**src/rtl/fir_pkg.sv**
```systemverilog
// rtl/fir_pkg.sv - shared FIR output-path types and helpers
package fir_pkg;

    typedef enum logic [1:0] {
        ROUND_TRUNC      = 2'd0,
        ROUND_HALF_UP    = 2'd1,
        ROUND_CONVERGENT = 2'd2
    } round_mode_e;

    // Clamp a sign-extended value into the signed range of 'width' bits.
    function automatic logic signed [63:0] sat_to_width(input logic signed [63:0] value,
                                                        input int width);
        logic signed [63:0] max_v;
        logic signed [63:0] min_v;
        max_v = (64'sd1 <<< (width - 1)) - 64'sd1;
        min_v = -(64'sd1 <<< (width - 1));
        if (value > max_v) begin
            return max_v;
        end
        if (value < min_v) begin
            return min_v;
        end
        return value;
    endfunction

endpackage

```
**src/rtl/fir_round_sat.sv**
```systemverilog
// rtl/fir_round_sat.sv - combinational round (with guard bit) and saturate core
module fir_round_sat
    import fir_pkg::*;
#(
    parameter int IN_W       = 26,
    parameter int OUT_W      = 16,
    parameter int FRAC_DROP  = 8,
    parameter int ROUND_MODE = 1
) (
    input  logic [IN_W-1:0]           din_i,
    output logic [IN_W-FRAC_DROP:0]   rnd_o,
    input  logic [IN_W-FRAC_DROP:0]   r_i,
    output logic [OUT_W-1:0]          sat_o,
    output logic                      sat_hit_o
);

    localparam int RW = IN_W - FRAC_DROP + 1;

    generate
        if (FRAC_DROP == 0) begin : g_ident
            assign rnd_o = {din_i[IN_W-1], din_i};
        end else begin : g_round
            logic [RW-1:0] trunc;
            logic          half;
            logic          below;
            logic          inc;

            assign trunc = {din_i[IN_W-1], din_i[IN_W-1:FRAC_DROP]};
            assign half  = din_i[FRAC_DROP-1];

            if (FRAC_DROP > 1) begin : g_below
                assign below = |din_i[FRAC_DROP-2:0];
            end else begin : g_nobelow
                assign below = 1'b0;
            end

            // Convergent only differs on an exact half: bump when odd so the result ends even.
            always_comb begin
                case (ROUND_MODE)
                    int'(ROUND_HALF_UP):    inc = half;
                    int'(ROUND_CONVERGENT): inc = half & (below | trunc[0]);
                    default:                inc = 1'b0;
                endcase
            end

            assign rnd_o = trunc + RW'(inc);
        end
    endgenerate

    logic signed [63:0] r_ext;
    logic signed [63:0] r_sat;

    assign r_ext     = 64'($signed(r_i));
    assign r_sat     = sat_to_width(r_ext, OUT_W);
    assign sat_o     = r_sat[OUT_W-1:0];
    assign sat_hit_o = (r_sat != r_ext);

endmodule

```
**src/rtl/fir_decim_quant.sv**
```systemverilog
// rtl/fir_decim_quant.sv - decimate FIR output, round/saturate, keep overflow stats
module fir_decim_quant
    import fir_pkg::*;
#(
    parameter int INPUT_WIDTH   = 26,
    parameter int OUTPUT_WIDTH  = 16,
    parameter int FRAC_DROP     = 8,
    parameter int DECIM         = 4,
    parameter int PHASE         = 0,
    parameter int ROUND_MODE    = 1,
    parameter int SAT_CNT_WIDTH = 16
) (
    input  logic                     clk,
    input  logic                     rst,
    input  logic                     valid_in,
    input  logic [INPUT_WIDTH-1:0]   din,
    input  logic                     decim_sync,
    input  logic                     clr_stats,
    output logic                     valid_out,
    output logic [OUTPUT_WIDTH-1:0]  dout,
    output logic                     sat_flag,
    output logic [SAT_CNT_WIDTH-1:0] sat_cnt
);

    localparam int RW = INPUT_WIDTH - FRAC_DROP + 1;
    localparam int PW = (DECIM > 1) ? $clog2(DECIM) : 1;

    generate
        if (DECIM < 1 || PHASE < 0 || PHASE >= DECIM || INPUT_WIDTH - FRAC_DROP < OUTPUT_WIDTH) begin : g_bad_cfg
            $error("fir_decim_quant: invalid DECIM/PHASE/width configuration");
        end
    endgenerate

    logic [PW-1:0]            phase_q, phase_d;
    logic [PW-1:0]            idx;
    logic                     keep;
    logic                     v1_q;
    logic [RW-1:0]            r_q;
    logic                     v2_q;
    logic [OUTPUT_WIDTH-1:0]  dout_q;
    logic                     sat_flag_q, sat_flag_d;
    logic [SAT_CNT_WIDTH-1:0] sat_cnt_q, sat_cnt_d;
    logic [RW-1:0]            rnd;
    logic [OUTPUT_WIDTH-1:0]  sat_val;
    logic                     sat_hit;

    // decim_sync re-labels the current sample as index 0 of a fresh group.
    always_comb begin
        idx     = decim_sync ? '0 : phase_q;
        keep    = valid_in && (idx == PW'(PHASE));
        phase_d = phase_q;
        if (valid_in) begin
            phase_d = (idx == PW'(DECIM - 1)) ? '0 : idx + PW'(1);
        end
    end

    fir_round_sat #(
        .IN_W       (INPUT_WIDTH),
        .OUT_W      (OUTPUT_WIDTH),
        .FRAC_DROP  (FRAC_DROP),
        .ROUND_MODE (ROUND_MODE)
    ) u_round_sat (
        .din_i     (din),
        .rnd_o     (rnd),
        .r_i       (r_q),
        .sat_o     (sat_val),
        .sat_hit_o (sat_hit)
    );

    // Clear applies first so a coincident saturation still registers as one event.
    always_comb begin
        sat_flag_d = clr_stats ? 1'b0 : sat_flag_q;
        sat_cnt_d  = clr_stats ? '0 : sat_cnt_q;
        if (v1_q && sat_hit) begin
            sat_flag_d = 1'b1;
            if (sat_cnt_d != '1) begin
                sat_cnt_d = sat_cnt_d + SAT_CNT_WIDTH'(1);
            end
        end
    end

    always_ff @(posedge clk or posedge rst) begin
        if (rst) begin
            phase_q    <= '0;
            v1_q       <= 1'b0;
            r_q        <= '0;
            v2_q       <= 1'b0;
            dout_q     <= '0;
            sat_flag_q <= 1'b0;
            sat_cnt_q  <= '0;
        end else begin
            phase_q    <= phase_d;
            v1_q       <= keep;
            if (keep) begin
                r_q <= rnd;
            end
            v2_q       <= v1_q;
            if (v1_q) begin
                dout_q <= sat_val;
            end
            sat_flag_q <= sat_flag_d;
            sat_cnt_q  <= sat_cnt_d;
        end
    end

    assign valid_out = v2_q;
    assign dout      = dout_q;
    assign sat_flag  = sat_flag_q;
    assign sat_cnt   = sat_cnt_q;

endmodule

```
**config.mk**
```make
export PLATFORM = sky130hd
export DESIGN_NAME = fir_decim_quant
export DESIGN_NICKNAME = d
export VERILOG_FILES = /design/src/rtl/fir_pkg.sv /design/src/rtl/fir_round_sat.sv /design/src/rtl/fir_decim_quant.sv
export SDC_FILE = /design/constraint.sdc
export NUM_CORES = 1
export LEC_CHECK = 0
export CORE_ASPECT_RATIO = 0.75
export CORE_MARGIN = 5
export CORE_UTILIZATION = 50
export CTS_BUF_LIST = sky130_fd_sc_hd__clkbuf_4 sky130_fd_sc_hd__clkbuf_8 sky130_fd_sc_hd__clkbuf_16
export CTS_CLUSTER_SIZE = 30
export DETAILED_ROUTE_END_ITERATION = 7
export PLACE_DENSITY = 0.8
export REMOVE_ABC_BUFFERS = 1
export SYNTH_ARGS = -nofsm -noshare
export SYNTH_HDL_FRONTEND = slang
export SYNTH_SLANG_ARGS = --single-unit
```
**constraint.sdc**
```tcl
create_clock -name clk -period 2.8 [get_ports clk]
set_input_delay 0.84 -clock clk [delete_from_list [all_inputs] [get_ports clk]]
set_output_delay 0.84 -clock clk [all_outputs]
set_load 0.03 [all_outputs]
```
Word-level counts from Yosys, hierarchy flattened
Index checks and enable logic that the tools add are counted.
- word-level logic and storage cells: 33
- output and inout bits: 34
- input bits: 31
- register bits: 56
- magnitude comparators: 2
- $add $sub $neg: 3
- mux-type cells: 14
- equality and inequality tests: 3
- reduce and logical (&&, ||, !) cells: 4
- operator list (kind ; count):
    $mux W64 ; 4
    $ne A64 B19 Y1 ; 1
    $mux W16 ; 3
    $add A18 B2 Y19 ; 1
    $gt A19 B16 Y1 const B ; 1
    $lt A19 B16 Y1 const B ; 1
    $add A16 B1 Y16 const B ; 1
    $ne A16 B16 Y1 const B ; 1
    $mux W1 ; 5
    $mux W2 ; 2
    $add A2 B1 Y2 const B ; 1
    $eq A2 B2 Y1 const B ; 1
    $logic_and A1 B1 Y1 ; 2
    $logic_not A2 Y1 ; 1
    $reduce_bool A2 Y1 ; 1

Longest topological paths before layout
Gate-level depths: netlist of run 1.
- depth after elaboration: 8
- gate-level depth with buffers: 9
- mapped depth without buffers: 7

By module
Synthesis of run 1 repeated with hierarchy kept, for this count alone.
- cells, all modules: 267
- area, all modules: 2941.6 um2
- modules (own cells, without submodules) (module ; cells an instance ; times used ; seq. area each (um2) ; area each (um2)):
    fir_decim_quant ; 176 ; 1 ; 1401.3 ; 2367.3
    fir_round_sat ; 91 ; 1 ; 0.0 ; 574.3

Least setup slack after synthesis of run 1
No wires, ideal clock.
- kind: input -> register
- start: in clr_stats
- end: reg sat_cnt_q[14], in the netlist sat_cnt[14]
- library setup time: 78 ps
- buffers on the path: 1
- stages on the path: 8
- data required time: 2722 ps
- slack: 76 ps
- arrival: 2646 ps
- path through: clkbuf_1 > nor2b_1 > ha_1 > nand3_1 > nor4_2 > nand2_1 > or4_1 > a21oi_1
- word-level cells in the longest chain between the ends: 4
- elaborated cells between the ends (all ways): 5
- classes of those cells: 1 x add/sub; 1 x eq/ne; 3 x mux
- RTL lines (what ; line ; RTL):
    start, declared ; fir_decim_quant.sv:18 ; input logic clr_stats,
    $mux W16 * ; fir_decim_quant.sv:73 ; sat_cnt_d = clr_stats ? '0 : sat_cnt_q;
    $add A16 B1 Y16 or $ne A16 B16 Y1 (tied branches) ; fir_decim_quant.sv:77, fir_decim_quant.sv:76 ;
    $mux W16 ; fir_decim_quant.sv:76 ; if (sat_cnt_d != '1) begin
    $mux W16 * ; fir_decim_quant.sv:74 ; if (v1_q && sat_hit) begin
    via sat_cnt_d[14] ; fir_decim_quant.sv:42 ; logic [SAT_CNT_WIDTH-1:0] sat_cnt_q, sat_cnt_d;
    end signal, assigned ; fir_decim_quant.sv:102 ; sat_cnt_q <= sat_cnt_d;
    end, declared ; fir_decim_quant.sv:42 ;
Mark *: on every way through the listed nets, which the timed path passes. The rest lies on a longest branch.
A chain may end at the register's enable or synchronous reset.

Worst setup path in the final report of run 1
- start: in din[7]
- end: reg r_q[10]
- word-level cells in the longest chain between the ends: 1
- RTL lines (what ; line ; RTL):
    start, declared ; fir_decim_quant.sv:16 ; input logic [INPUT_WIDTH-1:0] din,
    $add A18 B2 Y19 ; fir_round_sat.sv:46 ; assign rnd_o = trunc + RW'(inc);
    end signal, assigned ; fir_decim_quant.sv:95 ; r_q <= rnd;
    end, declared ; fir_decim_quant.sv:38 ; logic [RW-1:0] r_q;
No other way between the ends.

==> results of run 1 <==
## sequential cells by signal (all words and copies together), names as in the netlist
register,cells
r_q,19
valid_out,1
v1_q,1
sat_cnt,16
dout,16
phase_q,2
sat_flag,1
## cells in the mapped netlist (3+ instances only)
cell type,count
a21oi_1,25
and2_1,3
and3_1,4
and4_1,5
buf_2,3
clkbuf_1,8
dfrtp_1,56
ha_1,5
inv_1,6
mux2_2,5
nand2_1,13
nand2b_1,6
nand3_1,12
nand4_1,7
nor2_1,23
nor2b_1,18
nor4_1,3
o21ai_0,3
o22a_1,15
o31ai_1,5
or4_1,5
xnor2_1,8
xor2_1,13
## logic make-up after synthesis
family                     synth area share, %
and+or+nand+nor                          22.51
AOI/OAI and AO/OA                        14.61
DFF                                      49.14
xor gates and xnor gates                 6.450
buffers and inverters                    3.115
muxes                                    1.974
adders and majority gates                2.194
## repair_timing
| action | in CTS | in global routing |
|---|---|---|
| setup endpoints to repair | 12 | 6 |
| pin swaps | 1 | 2 |
| resized for setup | 1 | 4 |
## worst paths after layout
path | from | end | slack (ns)
worst max-delay path | din[7] | r_q[10]$_DFFE_PP0P_ | 0.30
worst min-delay path | dout[0]$_DFFE_PP0P_ | dout[0]$_DFFE_PP0P_ | 0.50
worst max register to register | r_q[15]$_DFFE_PP0P_ | sat_cnt[10]$_DFF_PP0_ | 0.38
worst min register to register | dout[0]$_DFFE_PP0P_ | dout[0]$_DFFE_PP0P_ | 0.50
max in group asynchronous | rst | dout[0]$_DFFE_PP0P_ | 1.66
min in group asynchronous | rst | dout[10]$_DFFE_PP0P_ | 0.90
## worst max-delay path, cell delays in order
cell             delay (ns)
clkdlybuf4s50_1        0.46
ha_1                   0.19
ha_1                   0.21
nand3_1                0.17
nor2_1                 0.37
nand4_1                0.16
xor2_1                 0.17
a21oi_1                0.16
## per-stage QoR
step | power, W | cells
finish | 0.002749 | 416
CTS | 0.002767 | 416
global route | 0.002901 | 416
detailed placement | 0.002239 | 408
global placement | 0.002199 | 408
floorplan | 0.001775 | 262
## power by group
| part | switching, W | internal [W] |
|---|---|---|
| Sequential | 0.000169 | 0.00101 |
| Combinational | 0.000556 | 0.000484 |
| Clock | 0.000253 | 0.000275 |
## layer usage
layer  track usage (%)  vias to the layer above  wire (um)
met5                 0                        -          0
met4             6.698                        0         72
met3             4.300                        5        343
met2             30.05                       53       2976
met1             26.91                     1139       3247
li1                  -                     1128          -
## layout make-up
class,instances,area [um^2]
Tap cell,75,93.84
Inverter,6,22.52
Multi-Input combinational cell,200,1380
Clock buffer,6,76.32
Clock inverter,2,35.03
Fill cell,406,1727
Sequential cell,56,1401
Timing Repair Buffer,71,703.2
==> metrics.md, run 1 <==
| Metric | Value |
|---|---|
| Final period util | `89.33%` |
| Synthesized area | `between 0.002 and 0.003 mm^2` |
| GRT overflow | `0` |
| Htree depth | `2` |
| Post-CTS setup buffers | `0` |
| Die ar. | `between 0.007 and 0.008 mm^2` |
| Die Height | `between 70 and 80 um` |
| Worst Skew | `0.003445 ns` |
| Buffers on Ports | `57` |
| TritonCTS clock tree | `yes` |
| Slew headroom | `26.00%` |
| Placer congestion estimate | `around 0.80` |
| ANT nets after route | `0` |
| Static Leak | `between 1 and 1.5 nW` |
| Via count | `~2300` |
| Worst-Margin Slew | `~1.1 ns` |
| Chip Width | `97.20 um` |
| Setup TNS Final | `0 ns` |
| Pins Over Slew Limit | `0` |
| Final setup vio count | `0` |
| Fin worst setup slack | `approximately 0.3 ns` |
| Largest net degree at the start of global routing | `57` |
| Dominant cell type by area after synthesis | `dfrtp_1` |
| Avg Inst Size Synth | `~10 um^2` |
| PwrDens | `roughly 740 mW/mm^2` |
| First-pass GRT wire length | `approximately 11000 um` |
| GRT Overall Usage | `between 10% and 20%` |
| Diode count | `0` |
| # rows | `23` |
| Hold path depth | `1` |
| CP endpoint kind | `flop` |
| Run status | `complete, no violations` |
| Initial DRC count | `around 140` |
| Syn Inst Count | `276` |
| Top post-synthesis cells by area | `dfrtp_1, o22a_1, a21oi_1` |
| CTS root buffer | `clkbuf_8` |
| Place WS | `-0.4643 ns` |
| Fmax | `~400 MHz` |
| Most frequent cells in the layout | `dfrtp_1, clkdlybuf4s50_1, a21oi_1, nor2_1, nor2b_1` |
| Post-synthesis cell type count | `42` |
| CP Launch Type | `input pin` |
| Worst Path Arrival | `roughly 2.7 ns` |
| DP Area | `0.003580 mm^2` |
| Initial antenna violation count | `0` |
| Clock sinks | `56` |
| CTS hold repair buffers | `0` |
| Drt wl/cell | `15.96 um` |
| Ys flop type | `dfrtp_1` |
| Worst VDD drop | `~0.32 mV` |
| WL final | `approximately 6600 um` |
| Post-detailed-route DRC marker count | `0` |
| Share of cells above drive strength 1 | `about 11%` |
| Ports | `65` |
| Number of synthesized flops with an enable pin | `0` |
| Clock Path Buffers | `2` |
| Post-DP HPWL | `~5000 um` |
| CP max FO | `6` |
| Final critical-path required period | `~2.5 ns` |
| #FFs+latches synth | `56` |
| Asr flop ratio synth | `100.0%` |
| Post-route core utilization | `roughly 68%` |
| Vias per inst | `approximately 5.6` |
| Clock Pin Slew Worst Setup and Hold Paths | `about 0.09 ns` |
| Area delta synth->final | `30.19%` |
| Critical path required time | `slightly above 3 ns` |
| WS Path Type | `in -> reg` |
| RSZ-0062 raised after global routing | `false` |
| Total number of yosys warnings | `0` |
| Seq/Total Area, Yosys | `between 40% and 50%` |
| CTS Buf Count | `5` |
| Vias in the first global route | `approximately 2200` |
| MaxCap Viol Count | `0` |
| WHS | `0.5043 ns` |
| Post-Layout Inst Area | `about 0.0037 mm^2` |
| Share of the synthesized area in the top cell type | `between 40% and 50%` |
| First drt pass iteration count | `4` |
| Nets | `~380` |
| Clk_lat worst skew | `between 0.3 and 0.4 ns` |
| R2R depth | `7` |
| Initial Util | `between 50% and 60%` |
| Hold WC Path Type | `reg -> reg` |
| Fin. Hold Viols | `0` |
| Core area | `0.005439 mm^2` |
Power figures use the tool's default switching activity.
==> run 2: changes to the inputs <==
CORE_UTILIZATION = 45   (was 50)
PLACE_DENSITY = 0.76   (was 0.8)
clock period = 2.25 ns   (was 2.8 ns; I/O delays follow)
==> run 2 against run 1 <==
  * Clock-buffer cell count up 2
  * Clock skew up 0.0052 ns
  * Final area up 6.5%
  * Power up 27%
  * Via count up 7.1%
  * Die area up 9.8%
  * Wire length up 8.6%
  * Largest power group unchanged
  * Non-clock buffer count up 30
  * Critical path type unchanged
==> metrics.md, run 2 (synthesis results as in run 1) <==
| Metric | Value |
|---|---|
| PwrDens | `880.6 mW/mm^2 (+19%)` |
| Placer congestion estimate | `0.8410 (+5.6%)` |
| Post-DP HPWL | `5169 um (+4.0%)` |
| Worst VDD drop | `0.3561 mV (+11%)` |
| Post-route core utilization | `63.54% (-4.7 points)` |
| Static Leak | `1.567 nW (+9.2%)` |
| Largest net degree at the start of global routing | `57 (unchanged)` |
| Fillers | `483 (+19%)` |
| First drt pass iteration count | `4 (unchanged)` |
| WS Path Type | `in -> reg` |
| Clock Pin Slew Worst Setup and Hold Paths | `0.09 ns (about the same)` |
| Fin worst setup slack | `0.05003 ns (-0.2487 ns)` |
| Clock sinks | `56 (unchanged)` |
| Post-Layout Inst Area | `0.003955 mm^2 (+6.5%)` |
| Most flops, register | `r_q` |
| Vias in the first global route | `2499 (+12%)` |
| CP max FO | `6 (unchanged)` |
| Drt wl/cell | `15.92 um (-0.24%)` |
| Share of cells above drive strength 1 | `20.70% (+9.6 points)` |
| Initial Util | `45.81% (-6.6 points)` |
| Worst Skew | `0.008661 ns (+0.005216 ns)` |
| Vias per inst | `5.499 (-1.6%)` |
| Chip Width | `101.9 um (+4.9%)` |
| Htree depth | `2 (unchanged)` |
| First-pass GRT wire length | `12120 um (+8.2%)` |
| Slew headroom | `73.61% (+48 points)` |
| Dpl cells | `437 (+7.1%)` |
| Fin. Hold Viols | `0 (unchanged)` |
| Worst Path Arrival | `2.39 ns (-0.34 ns)` |
| Fmax | `~450 MHz` |
| Place WS | `-0.6636 ns (-0.1993 ns)` |
| DP Area | `0.003747 mm^2 (+4.7%)` |
| Max FFs per register | `19 (unchanged)` |
| CTS hold repair buffers | `0 (unchanged)` |
| TritonCTS clock tree | `yes` |
| CP endpoint kind | `flop` |
| Diode count | `0 (unchanged)` |
| CTS root buffer | `clkbuf_8` |
| Die Height | `78.94 um (+4.7%)` |
| # rows | `25 (+8.7%)` |
| Clock Path Buffers | `2 (unchanged)` |
| Ports | `65 (unchanged)` |
| GRT overflow | `0 (unchanged)` |
| Final critical-path required period | `2.200 ns` |
| ANT nets after route | `0 (unchanged)` |
| Final period util | `between 90% and 100%` |
| Post-detailed-route DRC marker count | `0 (unchanged)` |
| Clk_lat worst skew | `0.31 ns (about the same)` |
| MaxCap Viol Count | `0 (unchanged)` |
| CP Launch Type | `input pin` |
| Critical path required time | `2.44 ns (-0.59 ns)` |
| Run status | `complete, no violations` |
| Via count | `2491 (+7.1%)` |
| Initial DRC count | `174 (+29%)` |
| Die ar. | `0.008045 mm^2 (+9.8%)` |
| Fin cells | `453 (+8.9%)` |
| Pins Over Slew Limit | `0 (unchanged)` |
| Buffers on Ports | `57 (unchanged)` |
| Worst-Margin Slew | `0.3907 ns (-0.7119 ns)` |
| Most frequent cells in the layout | `dfrtp_1, clkdlybuf4s50_1, buf_4, nor2_1, a21oi_1` |
| CTS Buf Count | `5 (unchanged)` |
| Initial antenna violation count | `0 (unchanged)` |
| Area delta synth->final | `38.70%` |
| Hold WC Path Type | `reg -> reg` |
| Nets | `407 (+8.2%)` |
| Power, Total | `0.003483 W (+27%)` |
| WL final | `7212 um (+8.6%)` |
| GRT Overall Usage | `18.67% (-0.54 points)` |
| Final setup vio count | `0 (unchanged)` |
| Core area | `0.006225 mm^2 (+14%)` |
## run 2: cell count changes in the layout (fill, tap and decap cells not counted), moves of 2 or more
cell     change
ha_1         -3
nor2b_2      -2
a21oi_2      +3
a21oi_1      -3
ha_2         +3
nor2b_1      +2
buf_4       +30
## run 2: area by class of cell
type / instances / area [um^2] / share of cell area (%)
tap: 81 / 101.3 / 2.562
sequential: 56 / 1401 / 35.43
timing repair buffer: 101 / 912.1 / 23.06
multi-input combinational: 201 / 1420 / 35.91
inverter: 6 / 22.52 / 0.5694
clock buffer: 8 / 97.59 / 2.468
## run 2: report_power, final
| part | switching [W] | internal (W) |
|---|---|---|
| Clock | 0.000307 | 0.000276 |
| Combinational | 0.000752 | 0.000700 |
| Sequential | 0.000188 | 0.00126 |
## run 2: layer usage
layer	part of all wire, %	vias to the layer above	GRT usage [%]
met5	0	-	0
met2	46	64	28.66
met4	0.79	0	3.670
met3	4.6	6	3.687
met1	48	1226	27.62
li1	-	1195	-
## run 2: metrics by stage
stage	setup TNS, ns	hold slack, ns
finish	0	0.5056
global route	-0.0002276	0.5429
CTS	0	0.5081
detailed placement	-10.37	0.4866
global placement	-8.415	0.4855
floorplan	-0.5584	0.4817
## run 2: critical path, stage by stage
cell and delay, ns:
clkdlybuf4s50_1 0.47, ha_2 0.20, and4_1 0.23, and4_1 0.33, and3_1 0.20, xnor2_1 0.17, a21oi_1 0.11
## run 2: final timing paths
path,start,endpoint,slack (ns),cells past startpoint
setup / recovery,din[7],r_q[9]$_DFFE_PP0P_,0.05,7
hold / removal,dout[10]$_DFFE_PP0P_,dout[10]$_DFFE_PP0P_,0.51,1
setup reg to reg,r_q[17]$_DFFE_PP0P_,sat_cnt[10]$_DFF_PP0_,0.10,8
hold reg to reg,dout[10]$_DFFE_PP0P_,dout[10]$_DFFE_PP0P_,0.51,1
max in group asynchronous,rst,r_q[2]$_DFFE_PP0P_,1.27,3
min in group asynchronous,rst,dout[11]$_DFFE_PP0P_,0.73,3
## run 2: what timing repair did
item | 4_1_cts | 5_1_grt
setup endpoints to repair | 16 | 13
setup buffers | 3 | 4
gates cloned | 1 | 0
pin swaps | 2 | 3
resized for setup | 2 | 13
